$ cat config.mk
export PLATFORM = sky130hd
export DESIGN_NAME = return_stack
export DESIGN_NICKNAME = d
export VERILOG_FILES = /design/src/rtl/return_stack.sv
export SDC_FILE = /design/constraint.sdc
export NUM_CORES = 1
export LEC_CHECK = 0
export CORE_AREA = 2 2 176 178
export DETAILED_ROUTE_END_ITERATION = 7
export DIE_AREA = 0 0 178 180
export SLEW_MARGIN = 15
export SYNTH_ARGS = -nofsm -noshare
export SYNTH_HDL_FRONTEND = slang
export SYNTH_SLANG_ARGS = --single-unit
$ cat constraint.sdc
create_clock -name clk -period 3.6 [get_ports clk]
set_input_delay 0.72 -clock clk [delete_from_list [all_inputs] [get_ports clk]]
set_output_delay 0.72 -clock clk [all_outputs]
set_load 0.1 [all_outputs]
$ cat src/rtl/return_stack.sv
// Return-address stack: holds return PCs pushed by stack_control and exposes the
// architectural stack pointer, the current top entry, a registered pop result and sticky error flags.
module return_stack #(
    parameter int DEPTH = 8,
    parameter int WIDTH = 32,
    parameter int SP_W  = 32
) (
    input  logic             clk,
    input  logic             reset,
    input  logic             push,
    input  logic             pop,
    input  logic [WIDTH-1:0] push_data,
    output logic [SP_W-1:0]  sp,
    output logic [WIDTH-1:0] top_data,
    output logic [WIDTH-1:0] pop_data,
    output logic             pop_valid,
    output logic             empty,
    output logic             full,
    output logic             overflow_err,
    output logic             underflow_err
);
    localparam int AW = $clog2(DEPTH);
    localparam int CW = AW + 1;

    logic [WIDTH-1:0] mem [DEPTH];
    logic [CW-1:0]    cnt;
    logic [CW-1:0]    cnt_next;
    logic [AW-1:0]    wr_idx;
    logic [AW-1:0]    top_idx;
    logic             do_write;
    logic             do_pop;
    logic             set_ovf;
    logic             set_unf;

    assign top_idx  = AW'(cnt - CW'(1));
    assign empty    = (cnt == '0);
    assign full     = (cnt == CW'(DEPTH));
    assign sp       = SP_W'(cnt);
    assign top_data = empty ? '0 : mem[top_idx];

    // push and pop are level requests with no back-pressure: whatever is asserted at a
    // rising edge is acted on at that edge; refused requests only raise the sticky flags.
    always_comb begin
        do_write = 1'b0;
        do_pop   = 1'b0;
        set_ovf  = 1'b0;
        set_unf  = 1'b0;
        cnt_next = cnt;
        wr_idx   = cnt[AW-1:0];
        case ({push, pop})
            2'b10: begin
                if (full) begin
                    set_ovf = 1'b1;
                end else begin
                    do_write = 1'b1;
                    cnt_next = cnt + CW'(1);
                end
            end
            2'b01: begin
                if (empty) begin
                    set_unf = 1'b1;
                end else begin
                    do_pop   = 1'b1;
                    cnt_next = cnt - CW'(1);
                end
            end
            2'b11: begin
                do_write = 1'b1;
                if (empty) begin
                    set_unf  = 1'b1;
                    cnt_next = cnt + CW'(1);
                end else begin
                    // Replace-top: old top leaves through pop_data, new value takes its slot.
                    wr_idx = top_idx;
                    do_pop = 1'b1;
                end
            end
            default: ;
        endcase
    end

    always_ff @(posedge clk) begin
        if (reset) begin
            cnt           <= '0;
            pop_data      <= '0;
            pop_valid     <= 1'b0;
            overflow_err  <= 1'b0;
            underflow_err <= 1'b0;
        end else begin
            cnt       <= cnt_next;
            pop_valid <= do_pop;
            if (do_pop) pop_data <= mem[top_idx];
            if (set_ovf) overflow_err <= 1'b1;
            if (set_unf) underflow_err <= 1'b1;
        end
    end

    // Storage is never cleared; reset only blocks a write requested in the same cycle.
    always_ff @(posedge clk) begin
        if (!reset && do_write) mem[wr_idx] <= push_data;
    end
endmodule

==> results.toml <==
[cells_and_area]
fill_cells = 2563
drive_above_1_share_pct = 16.9
area_growth_pct = 27.9
fin_area_sq_mm = 0.0153
antenna-diode-count = 0
fin_nets = 986

[die]
die_w_um = 178
core_sq_mm = 0.0302
io_pins = 137
die_h_um = 180
fp.dieArea_sq_mm = 0.0320
start_util_pct = 39.5
fp-row-count = 64

[routing]
drt-total-wl_mm = 27.0
first_iter_violations = 527
vias_per_cell = 5.17
wire_per_inst_um = 19.7
first_pass_iters = 5
drc = 0
ant_nets = 0
vias = 7069

[worst_setup_path]
worstSetupPathType = "reg2out"
timing.critical_path.to = "top_data[26]"
reg2reg_depth = 7
cpMostUsedCell = "buf_12"
r2r-start = "cnt[1]"
slowest_delay_ns = 0.45
endpoint_kind = "output port"
arrival_ns = 2.67
timing.rr.end = "mem[4][13]"
crit_path_start_kind = "register"
cp.required_ns = 2.88
slowest_stage = "ha_4"
crit_fanout = 34
cp_cell_sequence = "inv_1, ha_4, buf_12, mux2i_1, nand3_1, nand4_1, nor2_4, buf_12"
r2r_slack_ns = 0.89
worstSetupStartpoint = "cnt[1]"

[sta]
tightest_slew_ns = 1.02
slew_violations = 0
post-route-period-util_pct = 94.2
tns_ns = 0
slew_headroom_pct = 31.9
period_minus_slack_ns = 3.39
fmax_mhz = 295
fin_ws_ns = 0.209
hold_viol = 0
rsz0062_at_grt = "no"
setup_viol = 0
skew_ns = 0.00760

[global_routing]
grt_pass1_wl_mm = 42.1
grt_util_all_layers_pct = 17.0
grt_overflow = 0
grt_pass1_vias = 6914
antenna_found_initial = 1
grt_max_degree = 75

[yosys]
avgSynthCellArea_sq_um = 14.3
yosysSeqAreaShare_pct = 71.0
ys_types = 41
synthesis.area_sq_mm = 0.0119
synthFlopType = "edfxtp_1"
synthDominantCellAreaShare_pct = 64.4
yosys_warnings = 0
async_flop_share_pct = 0
synth-seq-cells = 295
synth-edff-count = 256
synth_largest_area_cell = "edfxtp_1"
synth_area_leaders = "edfxtp_1 64%, mux2i_1 11%, dfxtp_1 6.5%"
synth_most_common_cell = "edfxtp_1"
synthCells = 833
ys_top_cells_by_count = "256 x edfxtp_1, 131 x mux2i_1, 129 x nand3_1"

[run_status]
status = "complete, no violations"

[power_and_ir_drop]
p_leak_uw = 0.00521
p_per_area_mw_per_mm2 = 884
ir_worst_vdd_mv = 0.537

[placement]
io_buffers = 108
post-dp-hpwl_mm = 15.9
place_ws_ns = 0.594
gp_congestion = 0.722
placed_area_sq_mm = 0.0142

[clocking]
cts.sinks = 295
cts_tree = "built"
root_buffer = "clkbuf_16"
clockBufferDepth = 3
path_clk_slew_ns = 0.06
post-cts-setup-buffers = 0
clkLatencyLatePin_ns = 0.54
cts_inserted_buffers = 30
htreeDepth = 1

[hold_path]
hp-class = "reg2reg"
hold_path_depth = 2

[job]
max_cap_viol_count = 0
## report_power, final
part           internal, uW  switching, uW  total, uW
Combinational          1970           4300       6270
Sequential             3930           80.9       4010
Clock                  1980           1230       3210
Total                  7880           5610      13500
## worst min path at each step
stage                            start      endpoint  slack, ns
after floorplan             mem[2][30]  pop_data[30]       0.74
after global placement    pop_data[15]  pop_data[15]       0.44
after detailed placement  pop_data[28]  pop_data[28]       0.44
after CTS                 pop_data[28]  pop_data[28]       0.45
after global routing      pop_data[25]  pop_data[25]       0.47
final                     pop_data[24]  pop_data[24]       0.44
## critical path: cells and delay by family, from the launching register on
family | cells | cell delay, ns
multiplexers | 1 | 0.23
adder cells (fa/ha/maj) | 1 | 0.45
buffers and inverters | 3 | 0.57
flip-flops | 1 | 0.43
AND/OR/NAND/NOR | 3 | 0.42
## area by class of cell
type	instances	area [sq um]	area share, %
clock inverters	15	193	1.26
inverters	7	28.8	0.189
repair buffers	140	1850	12.1
flip-flops and latches	295	8470	55.5
clock buffers	40	840	5.50
well taps	396	495	3.25
multi-input cells	474	3390	22.2
## routing by layer
layer	track usage, %	part of all wire [%]
met1	24.7	46
met2	27.3	48
met3	2.81	4.5
met4	2.98	1.1
met5	0	0.059
## metrics by stage
stage / hold slack [ns] / std cells / total power [uW] / utilization [%]
after floorplan: 0.740 / 860 / 8510 / -
after global placement: 0.439 / 1311 / 10300 / 47.0
after detailed placement: 0.442 / 1311 / 10400 / 47.0
after CTS: 0.450 / 1366 / 13600 / 50.4
after global routing: 0.474 / 1367 / 14000 / 50.6
final: 0.445 / 1367 / 13500 / 50.6
## sequential cells by signal, summed over array words and instances (netlist names)
name and count:
pop_valid 1, mem 256, cnt 4, underflow_err 1, overflow_err 1, pop_data 32
## kinds of logic after synthesis
group / share of synthesized area (%)
AOI/OAI and AO/OA: 2.39
xor gates and xnor gates: 0.419
adders and majority gates: 0.210
buffers and inverters: 4.38
DFF: 71.0
muxes: 11.1
other: 0.0314
and+or+nand+nor: 10.5
## placed cells by master, fill, tap and decap left out, types with 19 or more instances in the layout
cell type | netlist | final
dfxtp_1 | 39 | 38
nor2_4 | 0 | 40
edfxtp_1 | 256 | 256
conb_1 | 1 | 28
mux2i_1 | 131 | 131
nand4_1 | 32 | 32
clkbuf_16 | 0 | 32
o21ai_1 | 32 | 32
nand3_1 | 129 | 129
nand2_1 | 35 | 35
clkdlybuf4s50_1 | 0 | 72
buf_12 | 0 | 46
buf_4 | 36 | 19
## what timing repair did
item                       CTS  global route
hold buffers                 0             0
gates resized for setup      0             2
hold endpoints to repair     0             0
setup endpoints to repair    0            10
(Power assumes the default switching activity.)
